$ cat config.mk
export PLATFORM = sky130hd
export DESIGN_NAME = stack_mem_controller
export DESIGN_NICKNAME = d
export VERILOG_FILES = /design/src/rtl/mem_pkg.sv /design/src/rtl/stack_pointer_unit.sv /design/src/rtl/stack_mem_controller.sv
export SDC_FILE = /design/constraint.sdc
export NUM_CORES = 1
export LEC_CHECK = 0
export ABC_AREA = 1
export CORE_MARGIN = 1
export CORE_UTILIZATION = 30
export CTS_CLUSTER_SIZE = 24
export DETAILED_ROUTE_END_ITERATION = 10
export RECOVER_POWER = 25
export SYNTH_ARGS = -nofsm -noshare
export SYNTH_HDL_FRONTEND = slang
export SYNTH_SLANG_ARGS = --single-unit
$ cat constraint.sdc
create_clock -name clk -period 5.1 [get_ports clk]
set_clock_uncertainty 0.15 [all_clocks]
set_input_delay 1.275 -clock clk [delete_from_list [all_inputs] [get_ports clk]]
set_output_delay 1.275 -clock clk [all_outputs]
set_load 0.03 [all_outputs]
$ cat src/rtl/mem_pkg.sv
// Shared definitions for the stack/data memory controller: operation codes,
// FSM state encoding, SP update commands and stack geometry defaults.
package mem_pkg;

    localparam logic [3:0] OP_NOP  = 4'd0;
    localparam logic [3:0] OP_LDD  = 4'd1;
    localparam logic [3:0] OP_STD  = 4'd2;
    localparam logic [3:0] OP_PUSH = 4'd3;
    localparam logic [3:0] OP_POP  = 4'd4;
    localparam logic [3:0] OP_CALL = 4'd5;
    localparam logic [3:0] OP_RET  = 4'd6;
    localparam logic [3:0] OP_INT  = 4'd7;
    localparam logic [3:0] OP_RTI  = 4'd8;

    typedef enum logic [1:0] {
        ST_IDLE      = 2'd0,
        ST_INT_FLAGS = 2'd1,
        ST_RTI_PC    = 2'd2
    } state_t;

    typedef enum logic [2:0] {
        SP_HOLD = 3'd0,
        SP_INC2 = 3'd1,
        SP_DEC2 = 3'd2,
        SP_INC4 = 3'd3,
        SP_DEC4 = 3'd4
    } sp_op_t;

    localparam int DEFAULT_NUM_OF_REGISTER = 11;
    localparam int DEFAULT_STACK_FLOOR     = 1024;

    // Empty-stack SP: the top 32-bit slot of a 2**n word memory.
    function automatic logic [31:0] reset_sp(input int n);
        return (32'd1 << n) - 32'd2;
    endfunction

endpackage

$ cat src/rtl/stack_pointer_unit.sv
// Stack pointer register with +-2/+-4 update and full/empty detection.
// The stack descends; SP addresses the next free 32-bit slot.
module stack_pointer_unit
    import mem_pkg::*;
#(
    parameter int address_width   = 32,
    parameter int num_of_register = DEFAULT_NUM_OF_REGISTER,
    parameter int stack_floor     = DEFAULT_STACK_FLOOR
) (
    input  logic                     clk,
    input  logic                     rst,
    input  logic [2:0]               i_sp_op,
    output logic [address_width-1:0] o_sp,
    output logic [address_width-1:0] o_sp_p2,
    output logic                     o_push_full,
    output logic                     o_int_full,
    output logic                     o_pop_empty,
    output logic                     o_rti_empty
);

    localparam logic [address_width-1:0] RESET_SP  = address_width'(reset_sp(num_of_register));
    localparam logic [address_width-1:0] FLOOR     = address_width'(stack_floor);
    localparam logic [address_width-1:0] TWO       = address_width'(2);
    localparam logic [address_width-1:0] FOUR      = address_width'(4);
    localparam logic [address_width-1:0] RTI_LIMIT = RESET_SP - FOUR;

    logic [address_width-1:0] r_sp;

    // SP register: modulo arithmetic, one update per accepted stack op.
    always_ff @(posedge clk) begin
        if (rst) begin
            r_sp <= RESET_SP;
        end else begin
            case (i_sp_op)
                SP_INC2: r_sp <= r_sp + TWO;
                SP_DEC2: r_sp <= r_sp - TWO;
                SP_INC4: r_sp <= r_sp + FOUR;
                SP_DEC4: r_sp <= r_sp - FOUR;
                default: r_sp <= r_sp;
            endcase
        end
    end

    assign o_sp        = r_sp;
    assign o_sp_p2     = r_sp + TWO;
    // INT needs room for two slots, RTI needs two occupied slots.
    assign o_push_full = r_sp < FLOOR;
    assign o_int_full  = (r_sp - TWO) < FLOOR;
    assign o_pop_empty = r_sp == RESET_SP;
    assign o_rti_empty = r_sp > RTI_LIMIT;

endmodule

$ cat src/rtl/stack_mem_controller.sv
// MEM-stage memory initiator: decodes LDD/STD/PUSH/POP/CALL/RET/INT/RTI into
// memory accesses, owns SP, and sequences the two-access INT/RTI ops.
module stack_mem_controller
    import mem_pkg::*;
#(
    parameter int data_width      = 16,
    parameter int address_width   = 32,
    parameter int num_of_register = DEFAULT_NUM_OF_REGISTER,
    parameter int stack_floor     = DEFAULT_STACK_FLOOR
) (
    input  logic                      clk,
    input  logic                      rst,
    input  logic                      op_valid,
    input  logic [3:0]                op_code,
    input  logic [address_width-1:0]  ea,
    input  logic [2*data_width-1:0]   wdata,
    input  logic [2*data_width-1:0]   pc_in,
    input  logic [2:0]                flags_in,
    output logic                      busy,
    output logic                      mem_write_enable,
    output logic                      mem_read_enable,
    output logic [address_width-1:0]  mem_address,
    output logic [2*data_width-1:0]   mem_write_data,
    input  logic [2*data_width-1:0]   mem_read_data,
    output logic [2*data_width-1:0]   rd_data,
    output logic                      rd_valid,
    output logic [2*data_width-1:0]   pc_out,
    output logic                      pc_load,
    output logic [2:0]                flags_out,
    output logic                      flags_load,
    output logic [address_width-1:0]  sp,
    output logic                      stack_err
);

    localparam int WW = 2 * data_width;

    state_t                   r_state;
    logic [2:0]               r_int_flags;
    logic [2:0]               r_rti_flags;
    logic [WW-1:0]            r_rd_data;
    logic                     r_rd_valid;
    logic [WW-1:0]            r_pc_out;
    logic                     r_pc_load;
    logic [2:0]               r_flags_out;
    logic                     r_flags_load;
    logic                     r_stack_err;

    logic [address_width-1:0] w_sp;
    logic [address_width-1:0] w_sp_p2;
    logic                     w_push_full;
    logic                     w_int_full;
    logic                     w_pop_empty;
    logic                     w_rti_empty;
    sp_op_t                   w_sp_op;
    logic                     w_we;
    logic                     w_re;
    logic [address_width-1:0] w_addr;
    logic [WW-1:0]            w_wdata;
    logic                     w_rd_event;
    logic                     w_ret_event;
    logic                     w_start_int;
    logic                     w_start_rti;
    logic                     w_reject;

    stack_pointer_unit #(
        .address_width   (address_width),
        .num_of_register (num_of_register),
        .stack_floor     (stack_floor)
    ) u_sp (
        .clk         (clk),
        .rst         (rst),
        .i_sp_op     (w_sp_op),
        .o_sp        (w_sp),
        .o_sp_p2     (w_sp_p2),
        .o_push_full (w_push_full),
        .o_int_full  (w_int_full),
        .o_pop_empty (w_pop_empty),
        .o_rti_empty (w_rti_empty)
    );

    // Same-cycle memory drive and op decode; INT/RTI move SP by 4 at accept,
    // so the second access is addressed relative to the already-updated SP.
    always_comb begin
        w_we        = 1'b0;
        w_re        = 1'b0;
        w_addr      = '0;
        w_wdata     = '0;
        w_sp_op     = SP_HOLD;
        w_rd_event  = 1'b0;
        w_ret_event = 1'b0;
        w_start_int = 1'b0;
        w_start_rti = 1'b0;
        w_reject    = 1'b0;
        if (!rst) begin
            case (r_state)
                ST_IDLE: begin
                    if (op_valid) begin
                        case (op_code)
                            OP_NOP: ;
                            OP_LDD: begin
                                w_re       = 1'b1;
                                w_addr     = ea;
                                w_rd_event = 1'b1;
                            end
                            OP_STD: begin
                                w_we    = 1'b1;
                                w_addr  = ea;
                                w_wdata = wdata;
                            end
                            OP_PUSH, OP_CALL: begin
                                if (w_push_full) begin
                                    w_reject = 1'b1;
                                end else begin
                                    w_we    = 1'b1;
                                    w_addr  = w_sp;
                                    w_wdata = (op_code == OP_PUSH) ? wdata : pc_in;
                                    w_sp_op = SP_DEC2;
                                end
                            end
                            OP_POP, OP_RET: begin
                                if (w_pop_empty) begin
                                    w_reject = 1'b1;
                                end else begin
                                    w_re        = 1'b1;
                                    w_addr      = w_sp_p2;
                                    w_sp_op     = SP_INC2;
                                    w_rd_event  = (op_code == OP_POP);
                                    w_ret_event = (op_code == OP_RET);
                                end
                            end
                            OP_INT: begin
                                if (w_int_full) begin
                                    w_reject = 1'b1;
                                end else begin
                                    w_we        = 1'b1;
                                    w_addr      = w_sp;
                                    w_wdata     = pc_in;
                                    w_sp_op     = SP_DEC4;
                                    w_start_int = 1'b1;
                                end
                            end
                            OP_RTI: begin
                                if (w_rti_empty) begin
                                    w_reject = 1'b1;
                                end else begin
                                    w_re        = 1'b1;
                                    w_addr      = w_sp_p2;
                                    w_sp_op     = SP_INC4;
                                    w_start_rti = 1'b1;
                                end
                            end
                            default: ;
                        endcase
                    end
                end
                ST_INT_FLAGS: begin
                    w_we    = 1'b1;
                    w_addr  = w_sp_p2;
                    w_wdata = {{(WW-3){1'b0}}, r_int_flags};
                end
                ST_RTI_PC: begin
                    w_re   = 1'b1;
                    w_addr = w_sp;
                end
                default: ;
            endcase
        end
    end

    // Sequencing FSM with registered results and one-cycle pulses.
    always_ff @(posedge clk) begin
        if (rst) begin
            r_state      <= ST_IDLE;
            r_int_flags  <= '0;
            r_rti_flags  <= '0;
            r_rd_data    <= '0;
            r_rd_valid   <= 1'b0;
            r_pc_out     <= '0;
            r_pc_load    <= 1'b0;
            r_flags_out  <= '0;
            r_flags_load <= 1'b0;
            r_stack_err  <= 1'b0;
        end else begin
            r_rd_valid   <= 1'b0;
            r_pc_load    <= 1'b0;
            r_flags_load <= 1'b0;
            r_stack_err  <= w_reject;
            case (r_state)
                ST_IDLE: begin
                    if (w_rd_event) begin
                        r_rd_data  <= mem_read_data;
                        r_rd_valid <= 1'b1;
                    end
                    if (w_ret_event) begin
                        r_pc_out  <= mem_read_data;
                        r_pc_load <= 1'b1;
                    end
                    if (w_start_int) begin
                        r_int_flags <= flags_in;
                        r_state     <= ST_INT_FLAGS;
                    end
                    if (w_start_rti) begin
                        r_rti_flags <= mem_read_data[2:0];
                        r_state     <= ST_RTI_PC;
                    end
                end
                ST_INT_FLAGS: r_state <= ST_IDLE;
                ST_RTI_PC: begin
                    r_pc_out     <= mem_read_data;
                    r_flags_out  <= r_rti_flags;
                    r_pc_load    <= 1'b1;
                    r_flags_load <= 1'b1;
                    r_state      <= ST_IDLE;
                end
                default: r_state <= ST_IDLE;
            endcase
        end
    end

    assign busy             = (r_state != ST_IDLE);
    assign mem_write_enable = w_we;
    assign mem_read_enable  = w_re;
    assign mem_address      = w_addr;
    assign mem_write_data   = w_wdata;
    assign rd_data          = r_rd_data;
    assign rd_valid         = r_rd_valid;
    assign pc_out           = r_pc_out;
    assign pc_load          = r_pc_load;
    assign flags_out        = r_flags_out;
    assign flags_load       = r_flags_load;
    assign sp               = w_sp;
    assign stack_err        = r_stack_err;

endmodule

Word level (Yosys, flattened, before mapping)
Index checks and enable logic that the tools add are counted.
{"block": "totals", "reg_bits": 111, "input_bits": 138, "output_inout_bits": 170, "word_cells": 119}
{"block": "op_classes", "addsub": 4, "order_cmp": 3, "eq_ne": 16, "n_mux": 67, "n_bitwise": 2, "n_reduce_logical": 15}
{"op": "32-bit 2-to-1 mux", "n": 12}
{"op": "32-bit one-hot mux with 3 select lines", "n": 2}
{"op": "32-bit one-hot mux with 5 select lines", "n": 1}
{"op": "32-bit one-hot mux with 2 select lines", "n": 2}
{"op": "32-bit one-hot mux with 4 select lines", "n": 1}
{"op": "32-bit by 11-bit < comparator with 1-bit output, second input constant", "n": 2}
{"op": "1-bit 2-to-1 mux", "n": 33}
{"op": "32-bit by 2-bit adder with 32-bit output, second input constant", "n": 1}
{"op": "32-bit by 3-bit adder with 32-bit output, second input constant", "n": 1}
{"op": "32-bit by 11-bit == test with 1-bit output, second input constant", "n": 1}
{"op": "32-bit by 11-bit greater-than comparator with 1-bit output, second input constant", "n": 1}
{"op": "32-bit by 2-bit subtractor with 32-bit output, second input constant", "n": 1}
{"op": "32-bit by 3-bit subtractor with 32-bit output, second input constant", "n": 1}
{"op": "4-bit by 3-bit == test with 1-bit output, second input constant", "n": 4}
{"op": "3-bit 2-to-1 mux", "n": 4}
{"op": "3-bit one-hot mux with 4 select lines", "n": 1}
{"op": "4-bit by 2-bit == test with 1-bit output, second input constant", "n": 2}
{"op": "2-bit 2-to-1 mux", "n": 4}
{"op": "1-bit one-hot mux with 2 select lines", "n": 4}
{"op": "2-bit AND reduction", "n": 4}
{"op": "2-bit OR reduction", "n": 4}
{"op": "3-bit by 2-bit == test with 1-bit output, second input constant", "n": 2}
{"op": "1-bit one-hot mux with 3 select lines", "n": 2}
{"op": "2-bit nonzero test", "n": 3}
{"op": "12 further kinds", "n": 14}

Longest topological paths before layout
Gate-level depths: netlist (run 1).
{"block": "logic_depth", "word_depth": 9, "ltp_mapped": 30, "ltp_nobuf": 29}

Hierarchy
Synthesis (run 1) repeated with hierarchy kept, for this count alone.
{"block": "unflattened", "cells_unflattened": 2212, "area_unflattened_um2": 12037.8}
{"module": "stack_mem_controller", "instances": 1, "cells_per_inst": 1143, "area_each_um2": 6298.5, "seq_area_each_um2": 1581.5}
{"module": "stack_pointer_unit", "instances": 1, "cells_per_inst": 1069, "area_each_um2": 5739.3, "seq_area_each_um2": 620.6}

Least setup slack after synthesis (run 1)
No wires, ideal clock.
{"block": "synth_path", "kind": "input port to flip-flop", "from": "in op_code[2]", "to": "reg u_sp.r_sp[29], in the netlist u_sp.o_sp[29]", "setup_time_ns": 0.109, "arrival_ns": 4.557, "required_time_ns": 4.841, "setup_slack_ns": 0.285, "cell_stages": 19, "n_path_buf": 0, "cell_sequence": "inv_1 nor2_1 inv_1 nor2_1 nand3_4 inv_1 ha_1 a21oi_1 nand2_1 a21oi_1 o21ai_0 a21oi_1 nand3b_1 nand2_1 or2_2 nand3_1 nand3_1 nand2_1 inv_1"}
{"block": "synth_via", "elab_chain_len": 8}
{"item": "start: declaration", "line": "stack_mem_controller.sv:14", "source": "input logic [3:0] op_code,"}
{"item": "4-bit by 3-bit == test with 1-bit output / 4-bit by 2-bit == test with 1-bit output (equally long branches)", "line": "stack_mem_controller.sv:98", "source": "case (op_code)"}
{"item": "2-bit OR reduction", "line": "stack_mem_controller.sv:98"}
{"item": "3-bit one-hot mux with 4 select lines *", "line": "stack_mem_controller.sv:98"}
{"item": "3-bit 2-to-1 mux *", "line": "stack_mem_controller.sv:97", "source": "if (op_valid) begin"}
{"item": "3-bit 2-to-1 mux *", "line": "stack_mem_controller.sv:95", "source": "case (r_state)"}
{"item": "3-bit 2-to-1 mux *", "line": "stack_mem_controller.sv:94", "source": "if (!rst) begin"}
{"item": "3-bit == test (tied with other cells)", "line": "stack_pointer_unit.sv:34", "source": "case (i_sp_op)"}
{"item": "32-bit one-hot mux with 4 select lines / 4-bit nonzero test (equally long branches)"}
{"item": "end signal: assignment", "line": "stack_pointer_unit.sv:35", "source": "SP_INC2: r_sp <= r_sp + TWO;"}
{"item": "end signal: assignment", "line": "stack_pointer_unit.sv:36", "source": "SP_DEC2: r_sp <= r_sp - TWO;"}
{"item": "end signal: assignment", "line": "stack_pointer_unit.sv:37", "source": "SP_INC4: r_sp <= r_sp + FOUR;"}
{"item": "end: declaration", "line": "stack_pointer_unit.sv:27", "source": "logic [address_width-1:0] r_sp;"}
Mark *: on every way between the ends. The rest lies on a longest branch, timed or not.
A chain may end at the register's enable or synchronous reset.

Worst setup path after layout (run 1)
{"block": "layout_path", "from": "in op_code[2]", "to": "out mem_address[2]"}
{"block": "layout_via", "elab_chain_len": 6}
{"item": "4-bit by 3-bit == test with 1-bit output (tied with other cells)", "line": "stack_mem_controller.sv:98"}
{"item": "2-bit OR reduction, on equally long branches"}
{"item": "32-bit one-hot mux with 5 select lines *", "line": "stack_mem_controller.sv:98"}
{"item": "32-bit 2-to-1 mux *", "line": "stack_mem_controller.sv:97"}
{"item": "32-bit one-hot mux with 3 select lines *", "line": "stack_mem_controller.sv:95"}
{"item": "32-bit 2-to-1 mux *", "line": "stack_mem_controller.sv:94"}
{"item": "end: declaration", "line": "stack_mem_controller.sv:22", "source": "output logic [address_width-1:0] mem_address,"}
Marked as above.

==> qor.yml, run 1 <==
run_status:
  outcome: "finished, final reports clean"
routing:
  drcViolationCount: 0
  drt_iter0_markers: 1280
  ant_nets: 0
  wl_per_cell_um: 17.57
  drtPass1Iterations: 6
  via_count: 12930
  routed_wl_mm: 45.20
  via_per_inst: 5.026
sta:
  tightest_slew_ns: 1.090
  finalHoldViolCount: 0
  slew_viol_final: 0
  worst_slack_ns: 0.1599
  setup_tns_ns: 0
  relSlewSlack_pct: 27.34
  timing.final.crit_share_pct: 96.86
  fin_crit_ns: 4.940
  grt_setup_unrepaired: "false"
  fmax_mhz: 202.4
  setup_viol_count_final: 0
yosys:
  synthCells: 1783
  syn_avg_cell_area_um2: 5.669
  synth-xor-area-share_pct: 3.986
  syn_nets: 1953
  synth_edf_count: 0
  synth_top_family_by_area: "simple AND/OR/NAND/NOR gates"
  synth_compound_area_share_pct: 16.63
  syn-cell-area_um2: 10110
  ys_seq_area_share_pct: 21.79
  synth_mux_area_share_pct: 0
  ys_warn_count: 0
  async_flop_share_pct: 0
  yosys.area_share.simple_pct: 43.04
  synth_fa_ha_area_share_pct: 4.036
  synth.distinct_cells: 52
  ys_seq_elements: 110
  synthFlopType: "dfxtp_1"
grt:
  grt_max_degree: 102
  antenna_found_initial: 0
  grt_pass1_wl_mm: 68.77
  gr-total-overflow: 0
  track_usage_pct: 25.76
  grt_pass1_vias: 12240
setup_path:
  crit_path_end_kind: "primary output"
  critPathRequiredTime_ns: 3.67
  critPathArrivalTime_ns: 3.52
  crit_type: "primary input to primary output"
  cp_max_fo: 9
  startpoint_type: "primary input"
placed_design:
  post_dp_cell_area_um2: 14140
  dp_slack_ns: -0.04549
  port_buffers: 306
  dpl.hpwl_mm: 35.58
  gp_congestion: 0.9932
cells_and_area:
  fin_nets: 2295
  area_delta_synth_final_pct: 43.72
  drive_gt1_share_pct: 12.77
  fin_area_um2: 14530
flow_run:
  maxCapViolCount: 0
worst_hold_path:
  hold_path.class: "flip-flop to flip-flop"
clocking:
  cts_buffer_depth: 2
  cts_max_level: 3
  cts_made_buffers: 9
  clk_latency_ns: 0.37
  cts_tree: "built"
  clkTransAtPathRegs_ns: 0.09
  clock-root-buffer: "clkbuf_16"
  numClockSinks: 110
power:
  switching_share_pct: 35.39
  p_leak_nw: 7.091
  power.share.sequential_pct: 38.5
  switching_power_uw: 834.3
  p_per_area_nw_per_um2: 162.3
  internal-power_mw: 1.523
  clkPwrFrac_pct: 32.1
  finalPower_mw: 2.358
  ir_drop_v: 0.0001946
  p_comb_share_pct: 29.5
floorplan:
  rows: 66
  floorplan.initialDensity_pct: 30.75
  dieArea_um2: 34430
  pin_count: 308
  die_x_um: 185.6
  core_um2: 32870
  die_h_um: 185.6
flip-flops by register name (all words and copies together), names as in the netlist:
name and flops:
pc_load 1, flags_load 1, u_sp.o_sp 31, flags_out 3, pc_out 32, r_state 2, rd_valid 1, rd_data 32
r_int_flags 3, stack_err 1, r_rti_flags 3
cell usage in the layout, fill, tap and decap left out, drive strengths merged, types with 11 or more instances in the layout:
cell type      instances
nand2                597
buf                  182
nor2                 256
inv                  161
dlygate4sd3           67
nand4                 24
xor2                  38
o21ai                122
nor3                  18
or2                   11
a31oi                 20
a21oi                110
ha                    31
clkdlybuf4s50        173
dfxtp                110
a22o                  11
nand3                116
final timing paths:
path           startpoint              to  slack, ns  cells after the start
max            op_code[2]  mem_address[2]       0.16                     14
min           rd_data[24]     rd_data[24]       0.31                      2
max reg2reg  u_sp.o_sp[5]   u_sp.o_sp[29]       0.36                     26
min reg2reg   rd_data[24]     rd_data[24]       0.31                      2
kinds of logic after synthesis:
family,after synthesis
XOR/XNOR,46
AO/OA/AOI/OAI,302
flip-flops,110
AND/OR/NAND/NOR,1038
buffers and inverters,254
adder cells (fa/ha/maj),32
other,1
cells in the mapped netlist (all sizes together), types with 5 or more instances:
cell type | count | area [µm²]
a21oi | 110 | 550.5
a22o | 11 | 96.34
a22oi | 9 | 67.56
a31oi | 20 | 125.1
buf | 42 | 259.0
clkbuf | 51 | 191.4
dfxtp | 110 | 2202
ha | 31 | 387.9
inv | 159 | 601.8
nand2 | 597 | 2276
nand3 | 116 | 598.1
nand3b | 7 | 52.55
nand4 | 24 | 150.1
nor2 | 255 | 1035
nor3 | 18 | 100.1
nor4 | 5 | 31.28
o21ai | 122 | 621.8
o22ai | 9 | 56.30
or2 | 11 | 68.82
xnor2 | 8 | 70.07
xor2 | 38 | 332.8
power by group through the flow:
stage / logic, mW / registers (mW) / clock network, mW
finish: 0.694 / 0.907 / 0.756
global route: 0.755 / 0.910 / 0.802
CTS: 0.688 / 0.907 / 0.776
detailed placement: 0.684 / 0.927 / 0
global placement: 0.683 / 0.927 / 0
floorplan: 0.323 / 0.951 / 0
critical path, cell delays in order:
cell	delay [ns]
clkdlybuf4s50_1	0.57
inv_1	0.09
nor2_1	0.14
inv_1	0.08
buf_4	0.14
nor2_1	0.13
nand2_1	0.11
nand2_2	0.17
buf_4	0.21
nand2_1	0.08
nand3_1	0.08
a21oi_1	0.06
nor2_1	0.22
buf_12	0.16
repair_timing:
| action | 4_1_cts | 5_1_grt |
|---|---|---|
| gates cloned | 0 | 1 |
| buffers inserted | 0 | 2 |
| hold buffers | 0 | 0 |
| pin swaps | 0 | 2 |
| endpoints found under the setup margin | 4 | 50 |
| endpoints found under the hold margin | 0 | 0 |
| gates resized for setup | 1 | 21 |
metal layers:
layer / vias up / global-route usage, % / wire (µm)
li1: 6446 / - / -
met1: 5874 / 33.36 / 19750
met2: 534 / 41.57 / 20510
met3: 78 / 6.261 / 3725
met4: 0 / 8.623 / 1219
met5: - / 0 / 0
cell type report:
cell class	instances	area [µm²]
Antenna cell	1	2.502
Clock buffer	9	225.2
Clock inverter	7	87.58
Fill cell	3554	18340
Inverter	161	609.3
Multi-Input combinational cell	1420	6905
Sequential cell	110	2205
Tap cell	442	553.0
Timing Repair Buffer	423	3939
metrics by stage:
stage	utilization, %	cells	hold slack [ns]
floorplan	-	1783	0.3038
global placement	43.03	2553	0.3020
detailed placement	43.03	2553	0.3085
CTS	43.99	2569	0.3196
global route	44.19	2572	0.3366
finish	44.20	2573	0.3139
Power figures use the tool's default switching activity.
==> run 2, diff against run 1 <==
--- a/config.mk
+++ b/config.mk
@@ -10,6 +10,7 @@
 export CORE_UTILIZATION = 30
 export CTS_CLUSTER_SIZE = 24
 export DETAILED_ROUTE_END_ITERATION = 10
+export GPL_TIMING_DRIVEN = 0
 export RECOVER_POWER = 25
 export SYNTH_ARGS = -nofsm -noshare
 export SYNTH_HDL_FRONTEND = slang
==> run 2 against run 1 <==
Against the previous run: sequential cell count unchanged; via count up 1.2%; die area unchanged; largest cell class unchanged; clock power down 1%; largest power group unchanged.
==> qor.yml, run 2 (synthesis results as in run 1) <==
run_status:
  outcome: "finished, final reports clean"  # unchanged
floorplan:
  pin_count: 308  # unchanged
  rows: 66  # unchanged
  die_x_um: 185.6  # unchanged
  die_h_um: 185.6  # unchanged
  dieArea_um2: 34430  # unchanged
  core_um2: 32870  # unchanged
  floorplan.initialDensity_pct: 30.75  # unchanged
sta:
  grt_setup_unrepaired: "true"  # was false
  setup_tns_ns: 0  # unchanged
  relSlewSlack_pct: 51.25  # was 27.34%
  tightest_slew_ns: 0.7313  # was 1.090 ns
  finalHoldViolCount: 0  # unchanged
  setup_viol_count_final: 0  # unchanged
  fmax_mhz: 200.1  # was 202.4 MHz
  timing.final.crit_share_pct: 97.97  # was 96.86%
  slew_viol_final: 0  # unchanged
  fin_crit_ns: 4.997  # was 4.940 ns
  timing.hold.ws_ns: 0.3192  # was 0.3139 ns
cells_and_area:
  layout_commonest_cell: "nand2_1"  # unchanged
  fin_util_pct: 43.41  # was 44.20%
  final_cell_mix: "583 x nand2_1, 237 x clkdlybuf4s50_1, 225 x nor2_1"  # was 586 x nand2_1, 231 x nor2_1, 173 x clkdlybuf4s50_1
  n_antenna_cell: 0  # was 1
  drive_gt1_share_pct: 11.70  # was 12.77%
  fin_nets: 2284  # was 2,295
  filler_cell_count: 3647  # was 3,554
  area_delta_synth_final_pct: 41.15  # was 43.72%
grt:
  gr-total-overflow: 0  # unchanged
  antenna_found_initial: 0  # unchanged
  grt_max_degree: 22  # was 102
  grt_pass1_vias: 12050  # was 12,240
  track_usage_pct: 27.65  # was 25.76%
  grt_pass1_wl_mm: 71.80  # was 68.77 mm
placed_design:
  dpl.hpwl_mm: 39.50  # was 35.58 mm
  gp_congestion: 0.9909  # was 0.9932
  port_buffers: 305  # was 306
worst_hold_path:
  hold_path.class: "flip-flop to flip-flop"  # unchanged
  holdCritStartpoint: "rd_data[26]"  # was rd_data[24]
  hold_depth: 2  # unchanged
clocking:
  clk_latency_ns: 0.38  # was 0.37 ns
  clkTransAtPathRegs_ns: 0.08  # was 0.09 ns
  cts_made_buffers: 9  # unchanged
  cts_tree: "built"  # unchanged
  cts_buffer_depth: 2  # unchanged
  cts_max_level: 3  # unchanged
  cts_hold_buf: 0  # unchanged
  clock-root-buffer: "clkbuf_16"  # unchanged
  numClockSinks: 110  # unchanged
routing:
  routed_wl_mm: 48.86  # was 45.20 mm
  drcViolationCount: 0  # unchanged
  via_per_inst: 5.110  # was 5.026
  drtPass1Iterations: 5  # was 6
  drt_iter0_markers: 1096  # was 1,280
  via_count: 13090  # was 12,930
  ant_nets: 0  # unchanged
  wl_per_cell_um: 19.08  # was 17.57 µm
setup_path:
  critPathBufInv: 5  # was 6
  critPathArrivalTime_ns: 5.13  # was 3.52 ns
  worst-path-stages: 23  # was 14
  crit_type: "flip-flop to flip-flop"  # was primary input to primary output
  reg2reg_depth: 23  # was 26
  r2r-start: "u_sp.o_sp[14]"  # was u_sp.o_sp[5]
  path_cells: "buf_2 -> nor2_1 -> nand2_1 -> nor2_1 -> inv_1 -> nor2_2 -> xor2_1 -> nand3_2 -> nor2_4 -> nand2_4 -> nand3_4 -> clkinvlp_4 -> buf_4 -> ha_1 -> a21oi_1 -> o21ai_1 -> a221oi_2 -> o211ai_1 -> or2_2 -> nand3_1 -> nand3_1 -> nand2_1 -> inv_1"  # was clkdlybuf4s50_1 -> inv_1 -> nor2_1 -> inv_1 -> buf_4 -> nor2_1 -> nand2_1 -> nand2_2 -> buf_4 -> nand2_1 -> nand3_1 -> a21oi_1 -> nor2_1 -> buf_12
  startpoint_type: "flip-flop"  # was primary input
  critPathRequiredTime_ns: 5.23  # was 3.67 ns
  cp-startpoint: "u_sp.o_sp[14]"  # was op_code[2]
  cp_max_fo: 14  # was 9
  path_delay_family: "simple AND/OR/NAND/NOR gates"  # was buffers and inverters
  slowest_stage: "ha_1"  # was clkdlybuf4s50_1
  slowest_delay_ns: 0.38  # was 0.57 ns
  crit_path_end_kind: "flip-flop"  # was primary output
power:
  p_per_area_nw_per_um2: 164.4  # was 162.3 nW/µm²
  p_leak_nw: 6.612  # was 7.091 nW
  ir_drop_v: 0.0001748  # was 0.0001946 V
flow_run:
  maxCapViolCount: 0  # unchanged
run 2: power breakdown:
part	switching, mW	internal [mW]	total [mW]
Sequential	0.0215	0.879	0.900
Combinational	0.431	0.270	0.701
Clock	0.395	0.350	0.745
run 2: path summary, 6_finish.rpt:
path                         to  slack [ns]
setup / recovery  u_sp.o_sp[28]        0.10
hold / removal      rd_data[26]        0.32
setup reg to reg  u_sp.o_sp[28]        0.10
hold reg to reg     rd_data[26]        0.32
run 2: area by class of cell:
type / count / area (µm²) / share of cell area [%]
buffer: 93 / 509.2 / 3.570
timing repair inverter: 1 / 7.507 / 0.05262
multi-input combinational: 1420 / 7038 / 49.33
sequential: 110 / 2205 / 15.45
clock buffer: 9 / 225.2 / 1.579
tap: 442 / 553.0 / 3.877
inverter: 161 / 619.3 / 4.341
clock inverter: 7 / 77.57 / 0.5438
timing repair buffer: 318 / 3032 / 21.25
run 2: per-layer routing:
layer / global-route usage [%] / wire length [µm] / vias to the layer above
met2: 44.39 / 21880 / 559
li1: - / - / 6431
met1: 36.23 / 21390 / 6013
met5: 0 / 0 / -
met4: 9.213 / 1513 / 0
met3: 6.359 / 4083 / 84
run 2: worst min-delay path, delay by kind of cell, from the launching register on:
kind,cells,cell delay (ns)
AND/OR/NAND/NOR,2,0.11
flip-flops,1,0.32
run 2: timing repair:
item                                    in CTS  in global routing
buffers inserted                             6                  7
pin swaps                                    4                  6
gates cloned                                 1                  1
gates resized for setup                    283                120
endpoints found under the setup margin      90                 82
run 2: stage by stage:
step	area (µm²)	setup slack [ns]	power [mW]	instances
6_report	14270	0.1033	2.346	2561
5_1_grt	14270	-0.04318	2.452	2561
4_1_cts	14160	-0.1147	2.344	2553
3_5_place_dp	13710	-1.586	1.585	2530
3_3_place_gp	13710	-1.596	1.583	2530
2_1_floorplan	10110	0.2845	1.275	1783
==> run 3, diff against run 2 <==
--- a/config.mk
+++ b/config.mk
@@ -10,7 +10,6 @@
 export CORE_UTILIZATION = 30
 export CTS_CLUSTER_SIZE = 24
 export DETAILED_ROUTE_END_ITERATION = 10
-export GPL_TIMING_DRIVEN = 0
 export RECOVER_POWER = 25
 export SYNTH_ARGS = -nofsm -noshare
 export SYNTH_HDL_FRONTEND = slang
==> results of run 3 <==
No change in the layout: final DEF, timing and power equal those of run 1.
